$ cat config.mk
export PLATFORM = sky130hd
export DESIGN_NAME = uart_param_transceiver
export DESIGN_NICKNAME = d
export VERILOG_FILES = /design/src/rtl/uart_param_transceiver.sv
export SDC_FILE = /design/constraint.sdc
export NUM_CORES = 1
export LEC_CHECK = 0
export CORE_MARGIN = 2
export CORE_UTILIZATION = 40
export CTS_BUF_LIST = sky130_fd_sc_hd__clkbuf_16
export CTS_CLUSTER_DIAMETER = 40
export CTS_CLUSTER_SIZE = 25
export DETAILED_ROUTE_END_ITERATION = 12
export PLACE_DENSITY = 0.68
export SLEW_MARGIN = 5
export SYNTH_ARGS = -nofsm -noshare
export SYNTH_HDL_FRONTEND = slang
export SYNTH_SLANG_ARGS = --single-unit
$ cat constraint.sdc
create_clock -name clk -period 2.8 [get_ports clk]
set_clock_uncertainty 0.05 [all_clocks]
set_input_delay 0.42 -clock clk [delete_from_list [all_inputs] [get_ports clk]]
set_output_delay 0.42 -clock clk [all_outputs]
set_load 0.02 [all_outputs]
$ cat src/rtl/uart_param_transceiver.sv
// uart_param_transceiver
//   Full-duplex UART with independent Tx and Rx state machines. You can set the
//   data width (5..9, LSB first), the parity mode (none/even/odd), the Tx stop-bit
//   count (1 or 2), the bit period in clk cycles, and the Rx synchroniser depth.
//   The Rx path samples each bit in its middle, rejects false starts, and flags
//   parity and framing errors for each frame. A loopback mux can feed serial_out
//   back into the Rx synchroniser for self-test.
//
// Ports
//   clk             : single clock, rising edge
//   reset           : synchronous, active-low
//   tx_enable       : send request, accepted only while tx_busy == 0
//   tx_data         : word to send, captured in the accept cycle
//   tx_busy         : a Tx frame is in progress
//   serial_out      : Tx line, idles high
//   serial_in       : external Rx line (asynchronous)
//   loopback        : 1 = Rx listens to serial_out, 0 = Rx listens to serial_in
//   rx_data         : last received word
//   rx_valid        : one-cycle pulse when a frame completes
//   rx_parity_error : pulses with rx_valid when the parity bit does not match
//   rx_frame_error  : pulses with rx_valid when the stop bit is sampled low
module uart_param_transceiver #(
  parameter int DATA_WIDTH     = 8,
  parameter int PARITY_MODE    = 1,
  parameter int STOP_BITS      = 1,
  parameter int CLOCKS_PER_BIT = 16,
  parameter int NUM_SYNC       = 3
) (
  input  logic                  clk,
  input  logic                  reset,
  input  logic                  tx_enable,
  input  logic [DATA_WIDTH-1:0] tx_data,
  output logic                  tx_busy,
  output logic                  serial_out,
  input  logic                  serial_in,
  input  logic                  loopback,
  output logic [DATA_WIDTH-1:0] rx_data,
  output logic                  rx_valid,
  output logic                  rx_parity_error,
  output logic                  rx_frame_error
);

  localparam bit HAS_PARITY = (PARITY_MODE != 0);
  localparam int CNT_W      = $clog2(CLOCKS_PER_BIT);
  localparam int BIT_W      = $clog2(DATA_WIDTH + 1);

  localparam logic [CNT_W-1:0] CNT_LAST  = CNT_W'(CLOCKS_PER_BIT - 1);
  localparam logic [CNT_W-1:0] CNT_MID   = CNT_W'(CLOCKS_PER_BIT / 2 - 1);
  localparam logic [BIT_W-1:0] DATA_LAST = BIT_W'(DATA_WIDTH - 1);
  localparam logic [BIT_W-1:0] STOP_LAST = BIT_W'(STOP_BITS - 1);

  typedef enum logic [2:0] {S_IDLE, S_START, S_DATA, S_PARITY, S_STOP} state_t;

  function automatic logic parity_of(input logic [DATA_WIDTH-1:0] d);
    if (PARITY_MODE == 2) return ~^d;
    return ^d;
  endfunction

  // ---------------------------------------------------------------- Tx path
  state_t                tx_state, tx_state_nxt;
  logic [CNT_W-1:0]      tx_cnt;
  logic [BIT_W-1:0]      tx_bit;
  logic [DATA_WIDTH-1:0] tx_shift;
  logic                  tx_par;
  logic                  tx_accept;
  logic                  tx_bit_end;

  assign tx_accept  = (tx_state == S_IDLE) && tx_enable;
  assign tx_bit_end = (tx_cnt == CNT_LAST);

  always_ff @(posedge clk) begin
    if (!reset) tx_state <= S_IDLE;
    else        tx_state <= tx_state_nxt;
  end

  always_comb begin
    tx_state_nxt = tx_state;
    case (tx_state)
      S_IDLE:   if (tx_enable) tx_state_nxt = S_START;
      S_START:  if (tx_bit_end) tx_state_nxt = S_DATA;
      S_DATA:   if (tx_bit_end && (tx_bit == DATA_LAST))
                  tx_state_nxt = HAS_PARITY ? S_PARITY : S_STOP;
      S_PARITY: if (tx_bit_end) tx_state_nxt = S_STOP;
      S_STOP:   if (tx_bit_end && (tx_bit == STOP_LAST)) tx_state_nxt = S_IDLE;
      default:  tx_state_nxt = S_IDLE;
    endcase
  end

  // The bit index counts data bits in DATA and stop bits in STOP. It restarts
  // whenever the state changes.
  always_ff @(posedge clk) begin
    if (!reset || (tx_state == S_IDLE)) begin
      tx_cnt <= '0;
      tx_bit <= '0;
    end else if (tx_bit_end) begin
      tx_cnt <= '0;
      tx_bit <= (tx_state_nxt != tx_state) ? '0 : tx_bit + 1'b1;
    end else begin
      tx_cnt <= tx_cnt + 1'b1;
    end
  end

  always_ff @(posedge clk) begin
    if (tx_accept) begin
      tx_shift <= tx_data;
      tx_par   <= parity_of(tx_data);
    end else if ((tx_state == S_DATA) && tx_bit_end) begin
      tx_shift <= tx_shift >> 1;
    end
  end

  always_comb begin
    serial_out = 1'b1;
    case (tx_state)
      S_START:  serial_out = 1'b0;
      S_DATA:   serial_out = tx_shift[0];
      S_PARITY: serial_out = tx_par;
      default:  serial_out = 1'b1;
    endcase
  end

  assign tx_busy = (tx_state != S_IDLE);

  // ---------------------------------------------------------------- Rx synchroniser
  logic [NUM_SYNC-1:0] sync_q;
  logic                rx_line;

  always_ff @(posedge clk) begin
    if (!reset) sync_q <= '1;
    else        sync_q <= {sync_q[NUM_SYNC-2:0], loopback ? serial_out : serial_in};
  end

  assign rx_line = sync_q[NUM_SYNC-1];

  // ---------------------------------------------------------------- Rx path
  state_t                rx_state, rx_state_nxt;
  logic [CNT_W-1:0]      rx_cnt;
  logic [BIT_W-1:0]      rx_bit;
  logic [DATA_WIDTH-1:0] rx_shift;
  logic [DATA_WIDTH-1:0] rx_data_q;
  logic                  rx_par_q;
  logic                  rx_sample;

  // The start bit is sampled half a bit after the falling edge. Every later
  // sample is one full bit after the previous one, so it falls mid-bit.
  assign rx_sample = (rx_state == S_START) ? (rx_cnt == CNT_MID) : (rx_cnt == CNT_LAST);

  always_ff @(posedge clk) begin
    if (!reset) rx_state <= S_IDLE;
    else        rx_state <= rx_state_nxt;
  end

  always_comb begin
    rx_state_nxt = rx_state;
    case (rx_state)
      S_IDLE:   if (!rx_line) rx_state_nxt = S_START;
      S_START:  if (rx_sample) rx_state_nxt = rx_line ? S_IDLE : S_DATA;
      S_DATA:   if (rx_sample && (rx_bit == DATA_LAST))
                  rx_state_nxt = HAS_PARITY ? S_PARITY : S_STOP;
      S_PARITY: if (rx_sample) rx_state_nxt = S_STOP;
      S_STOP:   if (rx_sample) rx_state_nxt = S_IDLE;
      default:  rx_state_nxt = S_IDLE;
    endcase
  end

  always_ff @(posedge clk) begin
    if (!reset || (rx_state == S_IDLE)) begin
      rx_cnt <= '0;
      rx_bit <= '0;
    end else begin
      rx_cnt <= rx_sample ? '0 : rx_cnt + 1'b1;
      if ((rx_state == S_DATA) && rx_sample) rx_bit <= rx_bit + 1'b1;
    end
  end

  always_ff @(posedge clk) begin
    if ((rx_state == S_DATA) && rx_sample) rx_shift <= {rx_line, rx_shift[DATA_WIDTH-1:1]};
    if ((rx_state == S_PARITY) && rx_sample) rx_par_q <= rx_line;
  end

  always_ff @(posedge clk) begin
    if (!reset)        rx_data_q <= '0;
    else if (rx_valid) rx_data_q <= rx_shift;
  end

  // The completion outputs are decoded in the stop-sample cycle itself. rx_data
  // shows the new word in that same cycle and keeps it afterwards.
  always_comb begin
    rx_valid        = reset && (rx_state == S_STOP) && rx_sample;
    rx_data         = rx_valid ? rx_shift : rx_data_q;
    rx_parity_error = rx_valid && HAS_PARITY && (rx_par_q != parity_of(rx_shift));
    rx_frame_error  = rx_valid && !rx_line;
  end

endmodule

### After elaboration in Yosys (flattened, before gate mapping)

Index checks and enable logic that the tools add are counted.

* output and inout port bits: 13
* bits of input ports: 13
* memories kept: 0
* bits in read-only memories: 0
* bits in writable memories: 0
* bits in latches: 0
* logic and storage cells: 81
* bits in registers: 51

* shift operators: 0
* divide/modulo/power cells: 0
* mux-type cells: 20
* multiply operators: 0
* bitwise operators: 0
* order comparisons: 0
* $add $sub $neg: 4
* reduce and logical (&&, ||, !) cells: 25
* equal/unequal tests: 20

Operators with widths (count)
* two-way mux 3 bit: 10
* case mux 3 bit (5 select lines): 2
* two-way mux 8 bit: 3
* adder 4 x 1 -> 4 bit (second input constant): 4
* parity 8 bit: 2
* equality test 3 x 2 -> 1 bit (second input constant): 4
* equality test 4 x 3 -> 1 bit (second input constant): 3
* logical AND 1 bit: 11
* != test 2 bit (second input constant): 5
* equality test 4 bit (second input constant): 2
* equality test 3 x 1 -> 1 bit (second input constant): 2
* equality test 3 bit (second input constant): 2
* zero test 3 bit: 2
* AND reduction 5 bit: 1
* zero test 4 bit: 1
* two-way mux 4 bit: 1
* OR reduction 2 bit: 2
* != test 3 bit: 1
* case mux 1 bit (3 select lines): 1
* nonzero test 3 bit: 1
* zero test 1 bit: 2
* logical OR 1 bit: 2
* two-way mux 1 bit: 2
* two-way mux 2 bit: 1
* other kinds (2): 2

### Longest topological paths before layout

* depth after elaboration: 6
* depth in mapped cells: 7
* mapped depth without buffers: 6

### Worst setup path after synthesis

Ideal clock, no wire load.

* path type: register -> register
* from: register tx_cnt[0]
* to: register tx_shift[0] (enable)
* path buffers: 1
* cell stages (with the launch flop): 6
* required time: 2367 ps
* arrival time: 1593 ps
* slack: 774 ps
* period minus slack after synthesis: 2026 ps
* setup time: 383 ps
* path through: dfxtp_1 -> ha_1 -> and3_1 -> buf_2 -> a21oi_1 -> nor3_1

* word-level cells in the longest chain between the ends: 3

RTL lines
* from (decl): line 61 `logic [CNT_W-1:0] tx_cnt;`
* from (signal assigned): line 99 `tx_cnt <= tx_cnt + 1'b1;`
* equality test 4 bit: line 69 `assign tx_bit_end = (tx_cnt == CNT_LAST);`
* logical AND 1 bit: line 107 `end else if ((tx_state == S_DATA) && tx_bit_end) begin`
* nonzero test 2 bit (no line)
* to (signal assigned): line 105 `tx_shift <= tx_data;`
* to (signal assigned): line 108 `tx_shift <= tx_shift >> 1;`
* to (decl): line 63 `logic [DATA_WIDTH-1:0] tx_shift;`

Every way passes these cells.
A chain may end at the register's enable or synchronous reset.

### Final worst setup path

* from: register rx_cnt[0]
* to: output rx_data[0]

* word-level cells in the longest chain between the ends: 4
* elaborated cells between the ends (all ways): 5
* classes of those cells: eq/ne: 2; mux: 2; reduce/logical: 1

RTL lines
* from (decl): line 137 `logic [CNT_W-1:0] rx_cnt;`
* from (signal assigned): line 171 `rx_cnt <= rx_sample ? '0 : rx_cnt + 1'b1;`
* equality test 4 bit or equality test 4 x 3 -> 1 bit (tied branches): line 146 `assign rx_sample = (rx_state == S_START) ? (rx_cnt == CNT_MID) : (rx_cnt == CNT_LAST);`
* two-way mux 1 bit *: line 146
* logical AND 1 bit *: line 189 `rx_valid = reset && (rx_state == S_STOP) && rx_sample;`
* two-way mux 8 bit *
* to (decl): line 37 `output logic [DATA_WIDTH-1:0] rx_data,`

Every way passes the cells marked *; elsewhere a longest branch is shown, timed or not.

==> flow_summary.yaml <==
status:
  run_status: "finished clean"
layout:
  layout-area-overhead-vs-synth_pct: 20.5
  final_common_cell: "sky130_fd_sc_hd__dfxtp_1"
  layout-drive-gt1-share_pct: 16.2
  layout.cells.most_common_list: "sky130_fd_sc_hd__dfxtp_1, sky130_fd_sc_hd__clkdlybuf4s50_1, sky130_fd_sc_hd__nor2_1"
  num-fill-cells: 538
  antenna_cells: 0
  multi_input_area_sq_um: 1110
  nets: 251
  sequential_cell_area_sq_um: 1200
placement:
  dp_hpwl_microns: 2560
  port-buffer-count: 25
  dp_slack_ns: 0.148
  routabilityCongestion: 0.723
detailed_routing:
  firstDrtPassIters: 4
  dr.first_iter.drc_count: 73
  detail_route.vias_per_cell: 4.88
  post_drt_wl_per_cell_microns: 12.0
  totalWireLength_microns: 3710
  num_vias: 1509
  drt_drc_violations_left: 0
  ant_nets: 0
global_routing:
  grt_overflow: 0
  grt_start_max_net_pins: 20
  grt_pass1_wl_microns: 6580
  antenna_found_initial: 0
  grt_usage_pct: 13.0
  vias_in_the_first_global_route: 1454
timing:
  clock.fmax_mhz: 370
  final.period_utilization_pct: 96.5
  final_setup_violations: 0
  layout_setup_ws_ns: 0.0966
  final_period_minus_worst_setup_slack_ns: 2.70
  grt_setup_unrepaired: "no"
  timing.final.max_slew_violations: 0
  setup_tns_ns: 0
  max_slew_margin_pct: 53.5
  hold_viol: 0
  tightest_slew_ns: 0.692
clock_tree:
  ctsResizeCount: 1
  cts_max_path_buffers: 2
  tritoncts_num_sinks: 51
  tritoncts: "built"
  ctsHoldBuffers: 0
  cts.htree.levels: 2
  post_cts_repair_setup_buffers: 0
  numCtsBuffers: 5
  clk-insertion-delay-late_ns: 0.29
  cts_root_buf: "sky130_fd_sc_hd__clkbuf_16"
  clk_pin_slew_ns: 0.07
floorplan:
  core_sq_um: 5820
  io-pin-count: 26
  initial_utilization_pct: 40.9
  placementRows: 28
  die_area_sq_um: 6570
  floorplan.die.width_microns: 81.1
  floorplan.die.height_microns: 81.1
setup_path:
  max_stage_delay_ns: 0.54
  crit_path_category: "reg2out"
  cpMaxStageDelayCell: "sky130_fd_sc_hd__clkdlybuf4s50_1"
  r2r_cells: 6
  reg2reg_from: "tx_cnt[0]$_SDFF_PP0_"
  timing.critical_path.fanout_max: 11
  timing.rr.end: "tx_bit[2]$_SDFFE_PP0P_"
  timing.critical_path.from_type: "register"
  crit_path_start: "rx_cnt[0]$_SDFF_PP0_"
  timing.critical_path.max_delay_family: "buffers and inverters"
  timing.critical_path.to: "rx_data[0]"
  worstSetupPathDepth: 5
  cp_data_arrival_time_ns: 2.23
  ff2ff_setup_slack_ns: 0.77
  kind_of_capture_point_of_the_worst_setup_path: "primary output"
  worstPathCellList: "ha_1, and3_1, nand3_4, mux2_4, clkdlybuf4s50_1"
  worstPathRequired_ns: 2.33
  number_of_buffer_and_inverter_instances_along_the_worst_setup_path: 1
power_and_ir_drop:
  vdd_ir_drop_max_mv: 0.370
  power.switching_uw: 328
  cellLeakagePower_uw: 0.00106
  power.density_nw_per_um2: 526
  cell_internal_pwr_uw: 1180
  comb_power_share_pct: 6.3
  pwr-share-clk_pct: 41.0
  part_of_the_total_power_dissipated_in_sequential_elements_pct: 52.7
  p_sw_share_pct: 21.8
synthesis:
  ys_seq_elements: 51
  synth-async-reset-ratio_pct: 0
  synth-edff-count: 18
  synth-seq-area-share_pct: 50.6
  yosys_most_used_dff: "sky130_fd_sc_hd__dfxtp_1"
  synth_area_per_inst_sq_um: 11.6
  synthesis.yosys.warnings: 0
  postSynthCellCount: 205
  postSynthNetCount: 223
  post_synth_num_cell_types: 48
  netlist_area_sq_um: 2380
worst_hold_path:
  timing.hold.worst.class: "reg2reg"
flow_run:
  drv_cap: 0
[kinds of logic after synthesis]
logic type | share of synthesized area, %
simple gates | 19.4
flops | 50.6
xor+xnor | 9.22
mux | 9.95
compound gates | 5.42
buf+inv | 2.84
fa+ha+maj | 2.63
[state kept, by name (all words and copies together) (netlist names), 4 cells and up]
signal and cells:
tx_bit 4, rx_cnt 4, tx_cnt 4, rx_bit 4
tx_shift 8, rx_data_q 8, rx_shift 8
[cell type report]
| cell class | instances | share of cell area [%] |
|---|---|---|
| Sequential cell | 51 | 42.0 |
| Multi-Input combinational cell | 141 | 38.9 |
| Timing Repair Buffer | 29 | 9.88 |
| Clock buffer | 5 | 4.37 |
| Tap cell | 75 | 3.28 |
| Clock inverter | 3 | 0.918 |
| Inverter | 5 | 0.656 |
[synthesized netlist by cell type, types with 2 or more instances]
| master | n | share of area [%] |
|---|---|---|
| sky130_fd_sc_hd__nor3_1 | 7 | 1.5 |
| sky130_fd_sc_hd__and2_1 | 10 | 2.6 |
| sky130_fd_sc_hd__edfxtp_1 | 18 | 23 |
| sky130_fd_sc_hd__nand3_1 | 3 | 0.63 |
| sky130_fd_sc_hd__mux2i_1 | 3 | 1.3 |
| sky130_fd_sc_hd__clkbuf_1 | 2 | 0.32 |
| sky130_fd_sc_hd__nand2_1 | 7 | 1.1 |
| sky130_fd_sc_hd__dfxtp_1 | 33 | 28 |
| sky130_fd_sc_hd__nor2b_1 | 3 | 0.79 |
| sky130_fd_sc_hd__o21ai_0 | 2 | 0.42 |
| sky130_fd_sc_hd__nand2b_1 | 5 | 1.3 |
| sky130_fd_sc_hd__xnor2_1 | 18 | 6.6 |
| sky130_fd_sc_hd__buf_2 | 3 | 0.63 |
| sky130_fd_sc_hd__nor3b_1 | 2 | 0.63 |
| sky130_fd_sc_hd__o21a_1 | 3 | 0.95 |
| sky130_fd_sc_hd__inv_1 | 5 | 0.79 |
| sky130_fd_sc_hd__nor3b_2 | 3 | 1.6 |
| sky130_fd_sc_hd__o21bai_1 | 2 | 0.63 |
| sky130_fd_sc_hd__nor2_1 | 20 | 3.2 |
| sky130_fd_sc_hd__mux2_4 | 7 | 4.4 |
| sky130_fd_sc_hd__buf_4 | 2 | 0.63 |
| sky130_fd_sc_hd__xor2_1 | 7 | 2.6 |
| sky130_fd_sc_hd__ha_1 | 5 | 2.6 |
| sky130_fd_sc_hd__and3_1 | 2 | 0.53 |
| sky130_fd_sc_hd__mux2_2 | 8 | 3.8 |
| sky130_fd_sc_hd__nand4_1 | 3 | 0.79 |
[power groups by stage]
stage / registers, uW / logic (uW) / clock network [uW]
after floorplan: 805 / 63.5 / 0
after global placement: 810 / 93.9 / 0
after detailed placement: 810 / 95.2 / 0
after CTS: 793 / 95.8 / 637
after global routing: 795 / 105 / 659
final: 793 / 94.9 / 618
[stage by stage]
| stage | cells | util, % | instance area (sq um) | power (uW) | hold WS, ns |
|---|---|---|---|---|---|
| 3_5_place_dp | 301 | 46.5 | 2700 | 905 | 0.343 |
| 2_1_floorplan | 205 | - | 2380 | 868 | 0.336 |
| 6_report | 309 | 49.2 | 2860 | 1510 | 0.357 |
| 5_1_grt | 309 | 49.2 | 2860 | 1560 | 0.365 |
| 4_1_cts | 309 | 49.2 | 2860 | 1530 | 0.355 |
| 3_3_place_gp | 301 | 46.5 | 2700 | 904 | 0.340 |
[routing by layer]
metal / wire length, microns / vias to the layer above / track usage (%)
met5: 0 / - / 0
met4: 72 / 0 / 6.27
met3: 150 / 5 / 3.67
met2: 1640 / 30 / 19.7
met1: 1850 / 704 / 17.1
li1: - / 770 / -
[worst min path at each step]
| stage | startpoint | endpoint | depth (start not counted) |
|---|---|---|---|
| 6_report | sync_q[1]$_SDFF_PN1_ | sync_q[2]$_SDFF_PN1_ | 1 |
| 5_1_grt | sync_q[1]$_SDFF_PN1_ | sync_q[2]$_SDFF_PN1_ | 1 |
| 4_1_cts | sync_q[1]$_SDFF_PN1_ | sync_q[2]$_SDFF_PN1_ | 1 |
| 3_5_place_dp | sync_q[0]$_SDFF_PN1_ | sync_q[1]$_SDFF_PN1_ | 1 |
| 3_3_place_gp | sync_q[1]$_SDFF_PN1_ | sync_q[2]$_SDFF_PN1_ | 1 |
| 2_1_floorplan | sync_q[0]$_SDFF_PN1_ | sync_q[1]$_SDFF_PN1_ | 1 |
Note: power is estimated with default switching activity, not from simulation.
==> RTL change (same settings) <==
`PARITY_MODE`: 1 -> 0.
--- a/src/rtl/uart_param_transceiver.sv
+++ b/src/rtl/uart_param_transceiver.sv
@@ -21,7 +21,7 @@
 //   rx_frame_error  : pulses with rx_valid when the stop bit is sampled low
 module uart_param_transceiver #(
   parameter int DATA_WIDTH     = 8,
-  parameter int PARITY_MODE    = 1,
+  parameter int PARITY_MODE    = 0,
   parameter int STOP_BITS      = 1,
   parameter int CLOCKS_PER_BIT = 16,
   parameter int NUM_SYNC       = 3
Behaviour: no difference found for any inputs over 10 cycles, from zero or initial values and one cycle with reset low; that may be too few to reach the edited logic, so the function may still have changed.
==> RTL change against the original RTL <==
Wire length down 4.8%; worst setup slack gained 0.014 ns; cell count is 4.5% lower; sequential cell count is 1 lower; design area fell by 4.8%; combinational power down 6.7%; sequential power decreased by 2%; maximum frequency increased by 0.51%; area after synthesis is 5.4% lower; total power up 3.1%; sequential share of layout area up 1.0 points.
==> RTL change: results (changes against the original RTL) <==
[placed_design]
placed_cell_area_sq_um=2550  ; -5.6%
pre_cts_slack_ns=0.2636  ; +0.1155 ns
place_hpwl_um=2463  ; -3.7%
portBuffers=24  ; -4.0%
dp.cells=287  ; -4.7%
gp_congestion=0.7039  ; -2.7%

[pwr]
peakVddDrop_mv=0.4060  ; +9.8%
leakagePower_nw=0.9737  ; -8.0%

[finish]
reg.largest.list=rx_data_q: 8 flops, rx_shift: 8 flops, tx_shift: 8 flops
drive_gt1_share_pct=14.80  ; -1.4 points
fin_util_pct=49.79  ; +0.57 points
nets=240  ; -4.4%
fill_cells=514  ; -4.5%
fin_cells=295  ; -4.5%
diodes=0  ; unchanged

[logic_synthesis]
synth-edff-count=17  ; -1
synth.yosys.seq_area_share_pct=52.09  ; +1.5 points
synth_cell_types=48  ; unchanged
synth_mux_area_share_pct=10.18  ; +0.23 points
synth-async-reset-ratio_pct=0  ; unchanged
ys.flop_type=dfxtp_1
yosys.area_share.adder_pct=2.782  ; +0.15 points
synthTopCellsByCount=dfxtp_1, edfxtp_1, nor2_1
synth_compound_area_share_pct=6.789  ; +1.4 points
ys_warn_count=0  ; unchanged
netlist_instances=197  ; -3.9%
synth-xor-area-share_pct=5.843  ; -3.4 points
synth_nets=215  ; -3.6%
ys_top_cells_by_area=dfxtp_1, edfxtp_1, mux2_4

[route]
met3WireLength_um=172  ; +15%
wl_per_cell_um=11.98  ; -0.33%
viasPerCell=4.946  ; +1.3%
dr.pass1.iters=4  ; unchanged
met2_length_um=1598  ; -2.7%
route.detailed.drc=0  ; unchanged
first_iter_violations=55  ; -25%
drt-met1-wl_um=1718  ; -7.0%

[timing]
fin_crit_sh_pct=96.05  ; -0.49 points
relSlewSlack_pct=46.60  ; -6.9 points

[setup_path]
worst-path-max-fanout=10  ; -1
slowest_delay_ns=0.54  ; about the same
arrival_ns=2.22

[cts]
cts_resized=0  ; -1
clock_latency_ns=0.29  ; about the same
cts_max_level=2  ; unchanged
clockRootBuffer=clkbuf_16
max-clock-path-buffers=2  ; unchanged

[global_routing]
grtUsageMet3_pct=3.636  ; -0.030 points
first_global_vias=1410  ; -3.0%
grt_use_total_pct=12.78  ; -0.23 points
gr-usage-met2_pct=19.83  ; +0.16 points
grt_max_degree=20  ; unchanged
grt_use_met1_pct=16.96  ; -0.19 points
antenna_found_initial=0  ; unchanged
grt_pass1_wl_um=6313  ; -4.1%

[run_status]
status=completed

-- RTL change: final cells by class --
| class | count | area share, % |
|---|---|---|
| Sequential cell | 50 | 42.98 |
| Multi-Input combinational cell | 127 | 36.23 |
| Timing Repair Buffer | 27 | 9.642 |
| Clock buffer | 5 | 4.591 |
| Tap cell | 72 | 3.306 |
| Clock inverter | 3 | 1.745 |
| Inverter | 11 | 1.515 |
-- RTL change: power breakdown --
group / internal [mW] / total, mW / switching, mW / leakage, nW
clock network: 0.426 / 0.688 / 0.263 / 0.0844
registers: 0.767 / 0.776 / 0.00870 / 0.425
logic: 0.0496 / 0.0885 / 0.0390 / 0.465
total: 1.24 / 1.55 / 0.310 / 0.974
-- RTL change: worst paths after layout --
check / from / endpoint / slack, ns / cells after the start
min: sync_q[0] / sync_q[1] / 0.36 / 1
max: rx_cnt[0] / rx_data[6] / 0.11 / 5
max reg2reg: tx_cnt[0] / tx_shift[1] / 1.03 / 5
min reg2reg: sync_q[0] / sync_q[1] / 0.36 / 1
